$ cat src/rtl/div_unit_pkg.sv
// Shared widths, state codes and handshake levels for the divide unit.
// Every module of the divider takes these names from here rather than repeating literals.
package div_unit_pkg;

  localparam int RegBus       = 32;
  localparam int DoubleRegBus = 64;

  typedef enum logic [1:0] {
    DivFree   = 2'b00,
    DivByZero = 2'b01,
    DivOn     = 2'b10,
    DivEnd    = 2'b11
  } div_state_t;

  localparam logic DivResultReady    = 1'b1;
  localparam logic DivResultNotReady = 1'b0;
  localparam logic DivStart          = 1'b1;
  localparam logic DivStop           = 1'b0;

  localparam logic [DoubleRegBus-1:0] ZeroDoubleWord = '0;
  localparam logic [RegBus-1:0]       ZeroWord       = '0;

endpackage

$ cat src/rtl/div_unit_abs.sv
// Conditional two's-complement negate: y = neg ? -a : a.
// Gives operand magnitudes on entry and restores result signs on exit.
module div_abs
  import div_unit_pkg::*;
(
  input  logic              neg,
  input  logic [RegBus-1:0] a,
  output logic [RegBus-1:0] y
);

  assign y = neg ? (~a + {{(RegBus-1){1'b0}}, 1'b1}) : a;

endmodule

$ cat src/rtl/div_unit.sv
// 32-bit restoring divider, one quotient bit per clock, MSB first.
// result_o = {remainder, quotient}; signed mode divides magnitudes and fixes the signs at the end.
module div_unit
  import div_unit_pkg::*;
(
  input  logic                    clk,
  input  logic                    rst,
  input  logic                    signed_div_i,
  input  logic [RegBus-1:0]       opdata1_i,
  input  logic [RegBus-1:0]       opdata2_i,
  input  logic                    start_i,
  input  logic                    annul_i,
  output logic [DoubleRegBus-1:0] result_o,
  output logic                    ready_o
);

  div_state_t        state_reg;
  logic [4:0]        cnt_reg;
  logic [RegBus-1:0] rem_reg;
  logic [RegBus-1:0] quo_reg;
  logic [RegBus-1:0] divisor_reg;
  logic              quo_sign_reg;
  logic              rem_sign_reg;

  // Operand magnitudes: index 0 is the dividend, index 1 the divisor.
  logic [RegBus-1:0] op_raw [2];
  logic [RegBus-1:0] op_mag [2];

  assign op_raw[0] = opdata1_i;
  assign op_raw[1] = opdata2_i;

  genvar gi;
  generate
    for (gi = 0; gi < 2; gi++) begin : g_op_abs
      div_abs u_op_abs (
        .neg (signed_div_i & op_raw[gi][RegBus-1]),
        .a   (op_raw[gi]),
        .y   (op_mag[gi])
      );
    end
  endgenerate

  // The one shared subtractor: shifted partial remainder minus divisor.
  // Bit 32 set means the trial went negative and the old remainder is kept.
  logic [RegBus:0]   trial;
  logic [RegBus-1:0] rem_step;
  logic [RegBus-1:0] quo_step;

  assign trial = {rem_reg, quo_reg[RegBus-1]} - {1'b0, divisor_reg};

  always_comb begin
    rem_step = {rem_reg[RegBus-2:0], quo_reg[RegBus-1]};
    quo_step = {quo_reg[RegBus-2:0], 1'b0};
    if (!trial[RegBus]) begin
      rem_step = trial[RegBus-1:0];
      quo_step = {quo_reg[RegBus-2:0], 1'b1};
    end
  end

  logic [RegBus-1:0] quo_fixed;
  logic [RegBus-1:0] rem_fixed;

  div_abs u_quo_fix (
    .neg (quo_sign_reg),
    .a   (quo_step),
    .y   (quo_fixed)
  );

  div_abs u_rem_fix (
    .neg (rem_sign_reg),
    .a   (rem_step),
    .y   (rem_fixed)
  );

  always_ff @(posedge clk or posedge rst) begin
    if (rst) begin
      state_reg    <= DivFree;
      cnt_reg      <= '0;
      rem_reg      <= ZeroWord;
      quo_reg      <= ZeroWord;
      divisor_reg  <= ZeroWord;
      quo_sign_reg <= 1'b0;
      rem_sign_reg <= 1'b0;
      result_o     <= ZeroDoubleWord;
      ready_o      <= DivResultNotReady;
    end else begin
      case (state_reg)
        DivFree: begin
          if (start_i == DivStart && !annul_i) begin
            rem_reg      <= ZeroWord;
            quo_reg      <= op_mag[0];
            divisor_reg  <= op_mag[1];
            quo_sign_reg <= signed_div_i & (opdata1_i[RegBus-1] ^ opdata2_i[RegBus-1]);
            rem_sign_reg <= signed_div_i & opdata1_i[RegBus-1];
            cnt_reg      <= '0;
            state_reg    <= (opdata2_i == ZeroWord) ? DivByZero : DivOn;
          end
        end

        DivByZero: begin
          if (annul_i) begin
            state_reg <= DivFree;
          end else begin
            state_reg <= DivEnd;
            result_o  <= ZeroDoubleWord;
            ready_o   <= DivResultReady;
          end
        end

        DivOn: begin
          if (annul_i) begin
            state_reg <= DivFree;
            result_o  <= ZeroDoubleWord;
            ready_o   <= DivResultNotReady;
          end else begin
            rem_reg <= rem_step;
            quo_reg <= quo_step;
            cnt_reg <= cnt_reg + 5'd1;
            if (cnt_reg == 5'd31) begin
              state_reg <= DivEnd;
              result_o  <= {rem_fixed, quo_fixed};
              ready_o   <= DivResultReady;
            end
          end
        end

        DivEnd: begin
          if (start_i == DivStop) begin
            state_reg <= DivFree;
            result_o  <= ZeroDoubleWord;
            ready_o   <= DivResultNotReady;
          end
        end

        default: state_reg <= DivFree;
      endcase
    end
  end

endmodule
$ cat config.mk
export PLATFORM = sky130hd
export DESIGN_NAME = div_unit
export DESIGN_NICKNAME = d
export VERILOG_FILES = /design/src/rtl/div_unit_pkg.sv /design/src/rtl/div_unit_abs.sv /design/src/rtl/div_unit.sv
export SDC_FILE = /design/constraint.sdc
export NUM_CORES = 1
export LEC_CHECK = 0
export ABC_AREA = 0
export ABC_CLOCK_PERIOD_IN_PS = 5300
export BUFFER_PORTS_ARGS = -buffer_cell sky130_fd_sc_hd__buf_2
export CORE_ASPECT_RATIO = 1.2
export CORE_MARGIN = 3
export CORE_UTILIZATION = 50
export CTS_CLUSTER_DIAMETER = 120
export CTS_CLUSTER_SIZE = 12
export DETAILED_ROUTE_END_ITERATION = 8
export PLACE_DENSITY = 0.8
export SLEW_MARGIN = 0
export SYNTH_ARGS = -nofsm -noshare
export SYNTH_HDL_FRONTEND = slang
export SYNTH_SLANG_ARGS = --single-unit
$ cat constraint.sdc
create_clock -name clk -period 5.3 [get_ports clk]
set_clock_uncertainty 0.15 [all_clocks]
set_input_delay 1.06 -clock clk [delete_from_list [all_inputs] [get_ports clk]]
set_output_delay 1.06 -clock clk [all_outputs]
set_load 0.03 [all_outputs]
# [Word level (Yosys, flattened, before mapping)]
# Index checks and enable logic that the tools add are counted.
[classes] reduce_logical=10 add_sub_neg=6 bitwise_logic=8 n_eq_ne=9 n_mux=32
[ops] op="32-bit 2-to-1 mux" count=9
[ops] op="64-bit 2-to-1 mux" count=4
[ops] op="64-bit case mux with 3 select lines" count=1
[ops] op="32-bit by 1-bit adder with 32-bit output (second input constant)" count=4
[ops] op="32-bit inverter" count=4
[ops] op="32-bit case mux with 2 select lines" count=2
[ops] op="33-bit by 32-bit subtractor with 33-bit output" count=1
[ops] op="32-bit zero test" count=1
[ops] op="2-bit 2-to-1 mux" count=6
[ops] op="5-bit 2-to-1 mux" count=2
[ops] op="5-bit case mux with 2 select lines" count=1
[ops] op="2-bit != test (second input constant)" count=4
[ops] op="2-bit case mux with 4 select lines" count=1
[ops] op="3-bit AND reduction" count=2
[ops] op="5-bit by 1-bit adder with 5-bit output (second input constant)" count=1
[ops] op="5-bit == test (second input constant)" count=1
[ops] op="1-bit 2-to-1 mux" count=5
[ops] op="2-bit == test (second input constant)" count=2
[ops] op="4-bit AND reduction" count=1
[ops] op="1-bit bitwise AND" count=3
[ops] op="3-bit != test (second input constant)" count=1
[ops] op="1-bit case mux with 3 select lines" count=1
[ops] op="3-bit nonzero test" count=1
[ops] op="2-bit by 1-bit == test with 1-bit output (second input constant)" count=1
[ops] op="other kinds (6)" count=6
[totals] out_inout_bits=65 ff_bits=170 in_bits=69 elab_cells=74

# [Longest topological paths before layout]
[depth] depth_word=8 ltp_mapped=25

# [By module]
# A second synthesis with hierarchy kept.
[unflattened] cells_unflattened=1419 hier_area_um2=12371.9
[by_module_without_submodules] module="div_unit" cells_each=1023 instances=1 area_each_um2=9263.9 seq_area_each_um2=4254.1
[by_module_without_submodules] module="div_abs" cells_each=99 instances=4 area_each_um2=777.0 seq_area_each_um2=0.0

# [Least setup slack after synthesis]
# No wires, ideal clock.
[synth_path] path_kind="reg-to-reg" from="register rem_reg[12]" to="register result_o[62]" path_buffers=5 path_stages_with_launch=23 setup_slack_ps=-227 arrival_time_ps=5251 path_cell_list="dfrtp_1 > ha_1 > buf_2 > nand2_1 > a2111oi_2 > nand3_1 > a211oi_2 > mux2i_2 > nor2_4 > buf_2 > buf_4 > buf_2 > buf_2 > o21ai_0 > ha_1 > o2111ai_1 > or4_1 > nor3_1 > o22ai_1 > and4b_1 > nor4b_1 > mux2i_1 > a221o_1"
[synth_via] elab_chain_cells=8
[synth_rtl] element="start: declaration" line="div_unit.sv:19" text="logic [RegBus-1:0] rem_reg;"
[synth_rtl] element="start signal: assignment" line="div_unit.sv:79" text="rem_reg <= ZeroWord;"
[synth_rtl] element="start signal: assignment" line="div_unit.sv:90" text="rem_reg <= ZeroWord;"
[synth_rtl] element="start signal: assignment" line="div_unit.sv:116" text="rem_reg <= rem_step;"
[synth_rtl] element="33-bit by 32-bit subtractor with 33-bit output" line="div_unit.sv:49" text="assign trial = {rem_reg, quo_reg[RegBus-1]} - {1'b0, divisor_reg};"
[synth_rtl] element="32-bit 2-to-1 mux (*)" line="div_unit.sv:54" text="if (!trial[RegBus]) begin"
[synth_rtl] element="32-bit inverter" line="div_unit_abs.sv:11" text="assign y = neg ? (~a + {{(RegBus-1){1'b0}}, 1'b1}) : a;"
[synth_rtl] element="32-bit by 1-bit adder with 32-bit output" line="div_unit_abs.sv:11"
[synth_rtl] element="32-bit 2-to-1 mux (*)" line="div_unit_abs.sv:11"
[synth_rtl] element="64-bit 2-to-1 mux (*)" line="div_unit.sv:119" text="if (cnt_reg == 5'd31) begin"
[synth_rtl] element="64-bit 2-to-1 mux (*)" line="div_unit.sv:111" text="if (annul_i) begin"
[synth_rtl] element="64-bit case mux with 3 select lines (*)" line="div_unit.sv:87" text="case (state_reg)"
[synth_rtl] element="end signal: assignment" line="div_unit.sv:84" text="result_o <= ZeroDoubleWord;"
[synth_rtl] element="end signal: assignment" line="div_unit.sv:113" text="result_o <= ZeroDoubleWord;"
[synth_rtl] element="end signal: assignment" line="div_unit.sv:121" text="result_o <= {rem_fixed, quo_fixed};"
[synth_rtl] element="end: declaration" line="div_unit.sv:13" text="output logic [DoubleRegBus-1:0] result_o,"
# Mark *: on every way between the ends. The rest lies on a longest branch, timed or not. The select of a mux whose other input is x is not followed.
# A chain may end at the register's enable or synchronous reset.

# [Worst setup path in the final report]
[layout_path] from="register rem_reg[12]" to="register result_o[60]"
# The elaborated chain is that of the path after synthesis.

==> summary.md <==
| Metric | Value |
|---|---|
| Main combinational cell family by area after synthesis | `compound AO/OA/AOI/OAI gates` |
| Setup violators final | `0` |
| Hold Fails Final Rpt | `0` |
| Setup TNS | `0 ns` |
| Post-synth top cells | `o21ai_0, nand2_1, dfrtp_1` |
| CTS Hold Bufs | `0` |
| Synth warn | `0` |
| #FFs+latches synth | `170` |
| Sw frac | `51.9%` |
| TritonCTS Sinks | `170` |
| Buf/Inv on CP | `2` |
| RePlAce Congestion | `0.987` |
| R2R Path Start | `rem_reg[12]` |
| Global-route wire length before repair | `59100 um` |
| Synth Cell Area | `0.0123 mm2` |
| Top reg by flops | `result_o` |
| Routing usage on met2 | `48.1%` |
| Antenna Cells | `0` |
| FF-to-FF End | `result_o[60]` |
| Flop2flop setup slack | `0.29 ns` |
| Sw power | `4.94 mW` |
| Worst slew margin relative to its limit | `31.4%` |
| FMAX | `199 MHz` |
| Final slew viol count | `0` |
| Met1 GRT Util | `32.9%` |
| CTS Buffer Depth | `2` |
| Mean cell area of the mapped netlist | `8.22 um2` |
| Power, Total | `9.54 mW` |
| H-Tree Depth | `4` |
| Residual DRC count | `0` |
| HP Start | `result_o[49]` |
| Worst Hold Margin | `0.326 ns` |
| XOR/XNOR share of the synthesized area | `9.61%` |
| Share of cells above drive strength 1 | `15.6%` |
| Worst Path Required | `5.44 ns` |
| Count leader, synth | `o21ai_0` |
| Worst-path cell chain | `ha_2, buf_4, a211oi_1, o21ai_1, a31oi_2, a211oi_4, mux2i_4, nor2_4, mux2i_2, ha_2, o2111ai_1, or4_1, nor3b_1, mux2_2, o211ai_1, buf_4, o41ai_2, xnor2_1, o21ai_0` |
| Post-DP HPWL | `27500 um` |
| EDFF count, synth | `0` |
| Post-synthesis mux area share | `2.99%` |
| Slowest cell on crit path | `or4_1` |
| HP Class | `reg2reg` |
| DRT Wirelength | `36900 um` |
| Synth Area in Adders | `4.54%` |
| DR vias/cell | `6.03` |
| Clock power share | `13.8%` |
| Largest net degree at the start of global routing | `171` |
| Post-synthesis simple-gate area fraction | `19.5%` |
| Area leader, netlist | `dfrtp_1` |
| Gr busiest metal | `met2` |
| Crit Path Max Fanout | `8` |
| Antenna violations before repair | `0` |
| Global route overflow | `0` |
| Die width | `149 um` |
| DRT iter0 DRCs | `806` |
| IO Port Bufs | `133` |
| Compound-Gate Fraction of Synth Area | `24.3%` |
| Fin cells | `1945` |
| CORE AREA | `0.0240 mm2` |
| CP startpoint kind | `flip-flop` |
| Slew @ Worst Pin | `1.03 ns` |
| CP Class | `reg2reg` |
| Top cells by area, synth | `dfrtp_1, o21ai_0, nand2_1, xor2_1, ha_1` |
| Reg clk slew, reported paths | `0.07 ns` |
| Syn nets | `1610` |
| Pre-antenna DRT Iters | `5` |
| Max-Cap Viols | `0` |
| Maximum vdd drop | `0.000375 V` |
| Worst Path Arrival | `5.15 ns` |
| Tcrit/Tclk final | `94.6%` |
| Async set-reset flop share out of synthesis | `100%` |
| Run status | `finished, final reports clean` |
| I/O Pins | `134` |
| Vias in the first global route | `11400` |
| DIE AREA | `0.0265 mm2` |
| Pwr dens | `678 mW/mm2` |
| Placed insts | `1911` |
| CP max stage delay | `0.57 ns` |
| Max reg flops | `64` |
| Routed wire per std cell | `19.0 um` |
| Total track usage | `27.7%` |
| Int Power | `4.59 mW` |
| R2R depth | `19` |
| Crit end category | `flip-flop` |
| Clk Latency, worst-skew pair | `0.44 ns` |
| Top delay family on crit path | `compound AO/OA/AOI/OAI gates` |
| Seq/Total Area, Yosys | `34.6%` |
| CTS root buffer | `clkbuf_16` |
| CTS buffer count | `17` |
| Die H | `178 um` |
| RSZ-0062 raised after global routing | `false` |
| Layout net count | `1725` |
| Reg power frac | `23.2%` |
| CTS tree | `built` |
| WHS Endpoint | `result_o[49]` |
| Routed Antenna Nets | `0` |
| Met3 Use GR | `4.67%` |
| Crit path time final | `5.01 ns` |
| Hold Path Stages | `2` |
| Mapped Cells | `1497` |
| Area growth from synthesis to layout | `14.3%` |
| Part of the power in combinational logic | `63.1%` |
| Initial core utilization | `51.2%` |
| Most common flop cell mapped by yosys | `dfrtp_1` |
| Lkg Pwr | `6.26 nW` |
| Synth unique cells | `76` |
| Via total after detailed routing | `11700` |
| Rows | `62` |
| Synth top area share | `34.6%` |
-- worst min-delay path: stages, from the launching register on --
cell and delay [ns]:
dfrtp_1 0.34, nand2_1 0.04, o21ai_0 0.06
-- power groups by stage --
| stage | combinational (mW) | clock [mW] | sequential [mW] |
|---|---|---|---|
| finish | 6.01 | 1.31 | 2.21 |
| global route | 6.56 | 1.38 | 2.28 |
| CTS | 5.85 | 1.33 | 2.20 |
| detailed placement | 5.80 | 0 | 2.22 |
| global placement | 5.73 | 0 | 2.19 |
| floorplan | 3.84 | 0 | 2.44 |
-- cell usage in the layout, fill, tap and decap left out, drive strengths merged, types with 9 or more instances in the layout --
cell type / instances
nor3: 38
o21ai: 229
mux2i: 33
nor4: 17
buf: 176
ha: 43
o211ai: 10
a211oi: 9
a21o: 17
dfrtp: 170
a21oi: 72
inv: 59
and3: 10
or3: 20
nor2: 85
o41ai: 24
nand2b: 15
clkbuf: 18
o31ai: 24
nand2: 195
a22oi: 33
nand3: 50
xor2: 79
or4: 14
xnor2: 56
and2: 10
-- kinds of logic after synthesis --
| family | Yosys count |
|---|---|
| buffers and inverters | 133 |
| adder cells (fa/ha/maj) | 44 |
| multiplexers | 36 |
| AO/OA/AOI/OAI | 480 |
| XOR/XNOR | 135 |
| flip-flops | 170 |
| AND/OR/NAND/NOR | 499 |
-- repair_timing --
| action | in CTS | in global routing |
|---|---|---|
| endpoints found under the setup margin | 0 | 10 |
| buffers inserted | 0 | 2 |
| resized for setup | 0 | 12 |
| endpoints found under the hold margin | 0 | 0 |
-- layer usage --
| layer | vias to the layer above | share of wire [%] | wire length (um) |
|---|---|---|---|
| met3 | 113 | 5.9 | 2170 |
| met2 | 428 | 50 | 18500 |
| li1 | 5641 | - | - |
| met4 | 0 | 5.2 | 1900 |
| met5 | - | 0 | 0 |
| met1 | 5555 | 39 | 14400 |
-- how the worst max path moves through the flow --
stage	start	cells past startpoint	endpoint	slack, ns
3_5_place_dp	rem_reg[12]	18	result_o[56]	0.18
5_1_grt	quo_reg[31]	21	result_o[60]	0.03
6_report	rem_reg[12]	19	result_o[60]	0.29
2_1_floorplan	rem_reg[12]	22	result_o[62]	-0.05
4_1_cts	rem_reg[12]	18	result_o[62]	0.12
3_3_place_gp	rem_reg[10]	17	result_o[56]	0.34
-- through the flow --
stage | setup slack, ns | utilization (%) | instance area [um2]
after detailed placement | 0.176 | 55.7 | 13400
after global routing | 0.0255 | 58.5 | 14100
after global placement | 0.339 | 55.7 | 13400
final | 0.287 | 58.5 | 14100
after floorplan | -0.0547 | - | 12300
after CTS | 0.118 | 58.2 | 14000
-- cell type report --
type | count | area (um2)
clock inverter | 14 | 174
tap | 320 | 400
inverter | 53 | 203
clock buffer | 18 | 439
multi-input combinational | 1194 | 7600
sequential | 170 | 4250
fill | 2230 | 9980
timing repair buffer | 176 | 1000
Power figures use the tool's default switching activity.
